===== src/rtl/rf_dump_reader.sv =====
// rf_dump_reader
//   Walks a two-read-port register file pair by pair and streams every
//   register out as a valid/ready beat (register number + value). It keeps
//   a running modulo-2^32 sum of the accepted beats. Each pair is fetched in
//   one cycle, then emitted as two beats.
//
//   NREG must be even and lie in 2..32.
//
// Ports
//   clk        system clock, rising-edge only
//   rst_n      synchronous active-low reset
//   start      begin a dump (only looked at while idle)
//   rn1, rn2   register-file read addresses (2p and 2p+1)
//   rd1, rd2   register-file read data, combinational from rn1/rn2
//   out_valid  beat present on out_idx/out_data
//   out_ready  downstream accepts the beat
//   out_idx    register number of the beat
//   out_data   register value of the beat
//   busy       high whenever not idle
//   done       one-cycle pulse when the last beat has been accepted
//   sum        running sum of accepted beats; held until the next start
module rf_dump_reader #(
  parameter int NREG = 32
) (
  input  logic        clk,
  input  logic        rst_n,
  input  logic        start,
  output logic [4:0]  rn1,
  output logic [4:0]  rn2,
  input  logic [31:0] rd1,
  input  logic [31:0] rd2,
  output logic        out_valid,
  input  logic        out_ready,
  output logic [4:0]  out_idx,
  output logic [31:0] out_data,
  output logic        busy,
  output logic        done,
  output logic [31:0] sum
);

  localparam int DATA_W = 32;
  localparam logic [4:0] LAST_IDX = 5'(NREG - 1);

  typedef enum logic [2:0] {
    S_IDLE,
    S_FETCH,
    S_EMIT0,
    S_EMIT1,
    S_DONE
  } state_t;

  state_t            state_q, state_d;
  logic [3:0]        p_q;
  logic [DATA_W-1:0] b0_p0, b1_p0;
  logic [DATA_W-1:0] sum_q;

  logic clr_run;
  logic cap_pair;
  logic next_pair;
  logic xfer;
  logic last_pair;

  // The sum deliberately wraps: only the low DATA_W bits are kept.
  function automatic logic [DATA_W-1:0] wrap_add(input logic [DATA_W-1:0] a,
                                                 input logic [DATA_W-1:0] b);
    logic [DATA_W:0] full;
    full = {1'b0, a} + {1'b0, b};
    return full[DATA_W-1:0];
  endfunction

  // Read addresses follow the pair counter in every state.
  assign rn1 = {p_q, 1'b0};
  assign rn2 = {p_q, 1'b1};

  assign last_pair = ({p_q, 1'b1} == LAST_IDX);
  assign xfer      = out_valid & out_ready;
  assign sum       = sum_q;

  always_comb begin
    state_d   = state_q;
    clr_run   = 1'b0;
    cap_pair  = 1'b0;
    next_pair = 1'b0;
    out_valid = 1'b0;
    out_idx   = 5'd0;
    out_data  = '0;
    busy      = 1'b1;
    done      = 1'b0;
    unique case (state_q)
      S_IDLE: begin
        busy = 1'b0;
        if (start) begin
          clr_run = 1'b1;
          state_d = S_FETCH;
        end
      end
      S_FETCH: begin
        cap_pair = 1'b1;
        state_d  = S_EMIT0;
      end
      S_EMIT0: begin
        out_valid = 1'b1;
        out_idx   = {p_q, 1'b0};
        out_data  = b0_p0;
        if (out_ready) state_d = S_EMIT1;
      end
      S_EMIT1: begin
        out_valid = 1'b1;
        out_idx   = {p_q, 1'b1};
        out_data  = b1_p0;
        if (out_ready) begin
          if (last_pair) begin
            state_d = S_DONE;
          end else begin
            next_pair = 1'b1;
            state_d   = S_FETCH;
          end
        end
      end
      S_DONE: begin
        done    = 1'b1;
        state_d = S_IDLE;
      end
      default: state_d = S_IDLE;
    endcase
  end

  // Stage p0: pair capture from the register file, plus control state.
  always_ff @(posedge clk) begin
    if (!rst_n) begin
      state_q <= S_IDLE;
      p_q     <= 4'd0;
      b0_p0   <= '0;
      b1_p0   <= '0;
      sum_q   <= '0;
    end else begin
      state_q <= state_d;
      if (clr_run)        p_q <= 4'd0;
      else if (next_pair) p_q <= p_q + 4'd1;
      if (cap_pair) begin
        b0_p0 <= rd1;
        b1_p0 <= rd2;
      end
      if (clr_run)   sum_q <= '0;
      else if (xfer) sum_q <= wrap_add(sum_q, out_data);
    end
  end

endmodule


===== config.mk =====
export PLATFORM = sky130hd
export DESIGN_NAME = rf_dump_reader
export DESIGN_NICKNAME = d
export VERILOG_FILES = /design/src/rtl/rf_dump_reader.sv
export SDC_FILE = /design/constraint.sdc
export NUM_CORES = 1
export LEC_CHECK = 0
export ABC_CLOCK_PERIOD_IN_PS = 3700
export CAP_MARGIN = 40
export CORE_MARGIN = 8
export CORE_UTILIZATION = 45
export DETAILED_ROUTE_END_ITERATION = 10
export GPL_TIMING_DRIVEN = 0
export HOLD_SLACK_MARGIN = 0.03
export PLACE_DENSITY = 0.81
export SYNTH_ARGS = -nofsm -noshare
export SYNTH_HDL_FRONTEND = slang
export SYNTH_SLANG_ARGS = --single-unit

===== constraint.sdc =====
create_clock -name clk -period 3.7 [get_ports clk]
set_clock_uncertainty 0.05 [all_clocks]
set_input_delay 0.37 -clock clk [delete_from_list [all_inputs] [get_ports clk]]
set_output_delay 0.37 -clock clk [all_outputs]
set_load 0.005 [all_outputs]

# == After elaboration in Yosys (flattened, before gate mapping) ==
# Index checks and enable logic that the tools add are counted.
# totals
reg_bits,103
elab_cells,37
# op_classes
n_bitwise,2
n_mux,16
n_reduce_logical,4
n_addsub,2
eq_ne,8
# op_table
op,n
$pmux 32 s2,1
$add 32x32->32,1
$mux 3,4
$pmux 3 s4,1
$pmux 5 s2,1
$mux 1,9
$eq 3x2->1 const B,2
$ne 2x2->1 const B,3
$add 4x1->4 const B,1
$eq 4x4->1 const B,1
$reduce_or 2->1,2
$eq 3x1->1 const B,1
$eq 3x3->1 const B,1
$logic_not 3->1,1
$reduce_and 3->1,1
$and 1x1->1,1
$not 1->1,1

# == Longest topological paths before layout ==
# Gate-level depths: netlist of the first run.
# depth
word_depth,4
depth_mapped,16
depth_no_buf,14

# == Worst setup path after synthesis of the first run ==
# OpenSTA, ideal clock, no wires.
# synth_path
path_type,reg-to-reg
from,register state_q[0]
to,register sum_q[31] (netlist: sum[31])
path_buffers,3
path_stages_with_launch,14
path_slack_ps,172
arrival_time_ps,3408
setup_ps,70
synth_period_minus_slack_ps,3528
cell_sequence,dfxtp_1 > clkbuf_1 > clkbuf_1 > mux2i_1 > nor2_1 > ha_1 > buf_2 > nand4_1 > nor3_1 > a31oi_4 > o2111ai_1 > a21oi_1 > or4_1 > a21oi_1
# synth_lines
element,line,rtl
start: declaration,52,"state_t state_q, state_d;"
start signal: assignment,137,state_q <= state_d;
$eq 3x2->1,89,unique case (state_q)
$pmux 32 s2 (*),89,
named net out_data[12],35,"output logic [31:0] out_data,"
$add 32x32->32 (*),67,"full = {1'b0, a} + {1'b0, b};"
end signal: assignment,145,"else if (xfer) sum_q <= wrap_add(sum_q, out_data);"
end: declaration,55,logic [DATA_W-1:0] sum_q;
# The timed path passes the listed nets; every way through them passes the cells marked *.
# A chain may end at the register's enable or synchronous reset.

# == Worst setup path after layout of the first run ==
# layout_path
from,register state_q[0]
to,register sum_q[28] (netlist: sum[28])
# layout_between
elab_chain_len,4
# layout_lines
element
branches (longest 4 deep; another with $add 32x32->32)
# Parallel ways; which one is timed is not known.

==> results_dict.tcl, run 1 <==
set metrics [dict create \
    status "finished clean" \
    first_iter_violations 432 \
    htree_num_levels 3 \
    vdd_drop_max_v 0.0002769 \
    synthCells 773 \
    cts_tree "done" \
    cp.arrival_ns 3.63 \
    power_mw 2.484 \
    reg2reg_from "state_q[0]" \
    portBuffers 147 \
    layout_commonest_cell "nand2_1" \
    gp_congestion 0.9248 \
    min_path_cells 2 \
    hp-class "reg -> reg" \
    critPathCaptureType "flop" \
    fin_crit_sh 0.9334 \
    final_area_um2 8015 \
    drive_gt1_frac 0.05668 \
    synth_seq_cells 103 \
    synth_cell_types 55 \
    drcViolationCount 0 \
    p_leak_nw 2.914 \
    clkLatencyLatePin_ns 0.34 \
    syn_area_um2 5951 \
    highest_layer "met4" \
    start_util 0.4548 \
    synth.top_cell.area_share 0.3465 \
    start_kind "flop" \
    cts_max_path_buffers 2 \
    worstMarginPinSlew_ns 0.6121 \
    final_max_slew_viol_count 0 \
    grt_max_degree 18 \
    via_per_inst 5.224 \
    hold_viol 0 \
    r2r_slack_ns 0.25 \
    final_nets 1031 \
    regArea_um2 2063 \
    antenna_found_initial 0 \
    worstSetupPathType "reg -> reg" \
    post-dp-hpwl_um 14250 \
    clkTransAtPathRegs_ns 0.07 \
    yosys.area.top_type "dfxtp_1" \
    maxCapViolCount 0 \
    post_drt_wl_per_cell_um 16.03 \
    vias 5804 \
    yosys_warnings 0 \
    yosysSeqAreaShare 0.3465 \
    numCtsBuffers 9 \
    routed_wl_um 17810 \
    p_per_area_nw_per_um2 309.9 \
    rsz0062_at_grt "true" \
    die_y_um 131.0 \
    fin_util 0.6125 \
    cts_setup_buffers 0 \
    yosys_most_used_dff "dfxtp_1" \
    setup_violations 0 \
    wl_met1_um 8038 \
    multiInputGateArea_um2 3695 \
    cp_top_family "compound AO/OA/AOI/OAI gates" \
    synth.area.top_cells "dfxtp_1, nand2_1, a21boi_0" \
    period_needed_ns 3.453 \
    worstPathBufferInverterCount 2 \
    num_rows 42 \
    cts_hold_buf 0 \
    antenna_left 0 \
    n_fill_cell 1149 \
    crit_path_start "state_q[0]" \
    wl_met3_um 954 \
    placed_area_um2 7642 \
    first_pass_iters 5 \
    core_area_um2 13090 \
    slew_headroom 0.5910 \
    wl_met2_um 8359 \
    cp_slowest_cell "a221o_1" \
    max_stage_delay_ns 0.42 \
    clock_sinks 103 \
    grt_pass1_wl_um 28080 \
    overflow 0 \
    area_growth_pct 34.69 \
    cts_root_buf "clkbuf_16" \
    grt_use_total 0.2082 \
    crit_chain "buf_4, buf_6, mux2i_1, nor2_1, ha_1, nor2b_2, o2111ai_2, a21boi_2, o311ai_2, nand2_1, a221o_1, a31oi_1, xor2_1, o21ai_1" \
    rr_worst_depth 14 \
    min_from "b0_p0[31]" \
    die_x_um 131.0 \
    ys_async_sr_fraction 0 \
    fmax_mhz 289.6 \
    diodes 0 \
    final_cell_mix "nand2_1, clkdlybuf4s50_1, dfxtp_1" \
    die_area_um2 17160 \
    io_pins 150 \
    worstPathMaxFanout 10 \
    worst-path-stages 14 \
    required_ns 3.88 \
    grt_pass1_vias 5665 \
    synth_area_per_cell_um2 7.698 \
    synth_edf_count 0 \
    syn_nets 874 \
]
[area by class of cell]
type                            instances  share of cell area
Clock inverter                          5            0.004839
Sequential cell                       103              0.2574
Clock buffer                           11             0.03028
Inverter                               10            0.005151
Timing Repair Buffer                  147              0.1836
Buffer                                 50             0.03028
Tap cell                              176             0.02747
Multi-Input combinational cell        609              0.4610
[power breakdown]
group / total (mW) / switching (mW) / leakage (nW) / internal [mW]
sequential: 1.18 / 0.0283 / 0.836 / 1.16
combinational: 0.379 / 0.204 / 1.94 / 0.175
clock: 0.921 / 0.439 / 0.137 / 0.482
[sequential cells by signal, summed over array words and instances, names as in the netlist]
signal,cells
sum,32
b0_p0,32
b1_p0,32
state_q,3
p_q,4
[per-stage QoR]
stage / setup TNS, ns / setup slack (ns) / hold slack (ns) / cells
CTS: -0.0006870 / -0.0006870 / 0.4183 / 1112
detailed placement: -8.466 / -0.6577 / 0.4086 / 1096
global placement: -7.917 / -0.6639 / 0.3992 / 1096
floorplan: 0 / 0.1716 / 0.3900 / 773
finish: 0 / 0.2465 / 0.4164 / 1111
global route: -0.01607 / -0.01495 / 0.4360 / 1111
[cells by family after synthesis]
logic type,Yosys count,synth area share
flip-flops,103,0.3465
adder cells (fa/ha/maj),33,0.07065
AND/OR/NAND/NOR,321,0.2294
multiplexers,33,0.05572
buffers and inverters,61,0.04289
XOR/XNOR,25,0.03680
AO/OA/AOI/OAI,195,0.2168
other,2,0.001262
[worst min-delay path, stage by stage, from the launching register on]
cell and delay (ns):
dfxtp_1 0.31, nand2_1 0.05, a21boi_0 0.06
[routing by layer]
layer,vias to the layer above,global-route usage
met5,-,0
met4,0,0.08035
met3,28,0.02922
met2,184,0.3450
li1,2957,-
met1,2635,0.2677
[worst paths after layout]
kind,end
max reg2reg,sum[28]
min reg2reg,b0_p0[31]
min,b0_p0[31]
max,sum[28]
[Yosys cell counts (all sizes together) (2+ instances only)]
cell     number
dfxtp       103
a21o         10
clkbuf       35
and3          4
nor2b         5
a211oi        7
or3           3
nand3        12
nor2         63
a31oi        11
a21boi       65
nand4         6
buf          16
o21ai        28
a31o          2
a21oi        51
nand3b        4
o31ai         4
o21bai        5
nor3b         2
nand2       192
nor3         10
o21a          5
xnor2        17
conb          2
and2          9
o2111ai       2
ha           32
mux2i        32
inv           9
xor2          8
nand2b        4
[timing repair]
item	in CTS	in global routing
pin swaps	1	2
endpoints found under the setup margin	23	14
resized for setup	16	15
No activity file was read; power rests on OpenSTA's default activity.
==> inputs of run 2 (changes only) <==
--- a/config.mk
+++ b/config.mk
@@ -10,6 +10,7 @@
 export CORE_MARGIN = 8
 export CORE_UTILIZATION = 45
 export DETAILED_ROUTE_END_ITERATION = 10
+export GPL_ROUTABILITY_DRIVEN = 0
 export GPL_TIMING_DRIVEN = 0
 export HOLD_SLACK_MARGIN = 0.03
 export PLACE_DENSITY = 0.81
==> run 2 against run 1 <==
Total power grew 0.21%. Combinational power hardly changed. Worst hold slack worse by 0.0012 ns. Non-clock buffer count unchanged. Sequential share of layout area about the same. Clock-buffer cell count fell by 2. Flip-flop and latch count did not move. Register-to-register slack worse by 0.08 ns.
==> results_dict.tcl, run 2 (synthesized netlist as in run 1, its figures left out) <==
set metrics [dict create \
    slew_headroom 0.5837 \
    final_area_um2 8003 \
    overflow 0 \
    fmax_mhz 283.3 \
    worstPathMaxFanout 10 \
    start_kind "flop" \
    layout_commonest_cell "nand2_1" \
    die_x_um 131.0 \
    cts_tree "done" \
    die_y_um 131.0 \
    setup_violations 0 \
    first_iter_violations 467 \
    crit_path_start "state_q[0]" \
    final_max_slew_viol_count 0 \
    worstSetupPathType "reg -> reg" \
    clock_sinks 103 \
    fin_crit_sh 0.9539 \
    vdd_drop_max_v 0.0002091 \
    via_per_inst 5.279 \
    required_ns 3.89 \
    core_area_um2 13090 \
    antenna_left 0 \
    period_needed_ns 3.529 \
    hp-class "reg -> reg" \
    first_pass_iters 5 \
    hold_viol 0 \
    cp.arrival_ns 3.72 \
    antenna_found_initial 0 \
    cts_max_path_buffers 2 \
    reg2reg_from "state_q[0]" \
    vias 5860 \
    portBuffers 147 \
    clkLatencyLatePin_ns 0.34 \
    min_from "b1_p0[24]" \
    final_nets 1031 \
    dpl_worst_slack_ns -0.7010 \
    grt_pass1_vias 5610 \
    cts_hold_buf 0 \
    p_per_area_nw_per_um2 311.1 \
    grt_max_degree 19 \
    io_pins 150 \
    grt_pass1_wl_um 28520 \
    htree_num_levels 3 \
    start_util 0.4548 \
    rsz0062_at_grt "false" \
    placed_area_um2 7642 \
    cts_root_buf "clkbuf_16" \
    status "finished clean" \
    cts_setup_buffers 0 \
    drcViolationCount 0 \
    critPathCaptureType "flop" \
    worstMarginPinSlew_ns 0.6231 \
    die_area_um2 17160 \
    area_growth_pct 34.48 \
    tns_ns 0 \
    clkTransAtPathRegs_ns 0.08 \
    setup_ws_ns 0.1706 \
    maxCapViolCount 0 \
    grt_use_total 0.2114 \
    drive_gt1_frac 0.05567 \
    numCtsBuffers 9 \
    routed_wl_um 18070 \
    p_leak_nw 2.900 \
    num_rows 42 \
    post-dp-hpwl_um 14260 \
    diodes 0 \
    post_drt_wl_per_cell_um 16.28 \
    final_cell_mix "nand2_1, clkdlybuf4s50_1, dfxtp_1" \
]
-- run 2: through the flow --
step	cells	hold WS [ns]	power (mW)	utilization
after floorplan	773	0.3900	1.405	-
after global placement	1096	0.4002	1.573	0.5841
after detailed placement	1096	0.4068	1.581	0.5841
after CTS	1111	0.4171	2.485	0.6081
after global routing	1110	0.4378	2.586	0.6116
final	1110	0.4153	2.489	0.6116
-- run 2: power by group --
part | internal [mW] | switching [mW]
clock | 0.467 | 0.457
combinational | 0.176 | 0.206
sequential | 1.16 | 0.0289
-- run 2: critical path: stages (launching register included) --
cell     delay (ns)
dfxtp_2        0.38
buf_4          0.20
buf_6          0.21
mux2i_1        0.30
nor2_1         0.15
ha_1           0.40
a21oi_2        0.21
nor2b_1        0.06
nor3_1         0.20
o21ai_0        0.14
a31o_2         0.25
a31oi_2        0.26
o31ai_2        0.14
or3_1          0.31
and3b_1        0.18
-- run 2: path summary, 6_finish.rpt --
check | endpoint | slack [ns] | cells past startpoint
max | sum[30] | 0.17 | 14
min | b1_p0[24] | 0.42 | 2
max reg2reg | sum[30] | 0.17 | 14
min reg2reg | b1_p0[24] | 0.42 | 2
-- run 2: layout make-up --
class	instances	area, um^2
clock buffer	9	225.2
tap	176	220.2
sequential	103	2063
multi-input combinational	609	3681
buffer	50	245.2
fill	1146	5082
inverter	10	41.29
clock inverter	6	55.05
timing repair buffer	147	1471
-- run 2: routing by layer --
layer | vias up | global-route usage | part of all wire
li1 | 2953 | - | -
met1 | 2696 | 0.2731 | 0.45
met2 | 191 | 0.3622 | 0.48
met3 | 20 | 0.02394 | 0.052
met4 | 0 | 0.06144 | 0.015
met5 | - | 0 | 0
-- run 2: timing repair --
item,CTS,global route
resized for setup,12,20
setup endpoints to repair,23,16
pin swaps,0,1
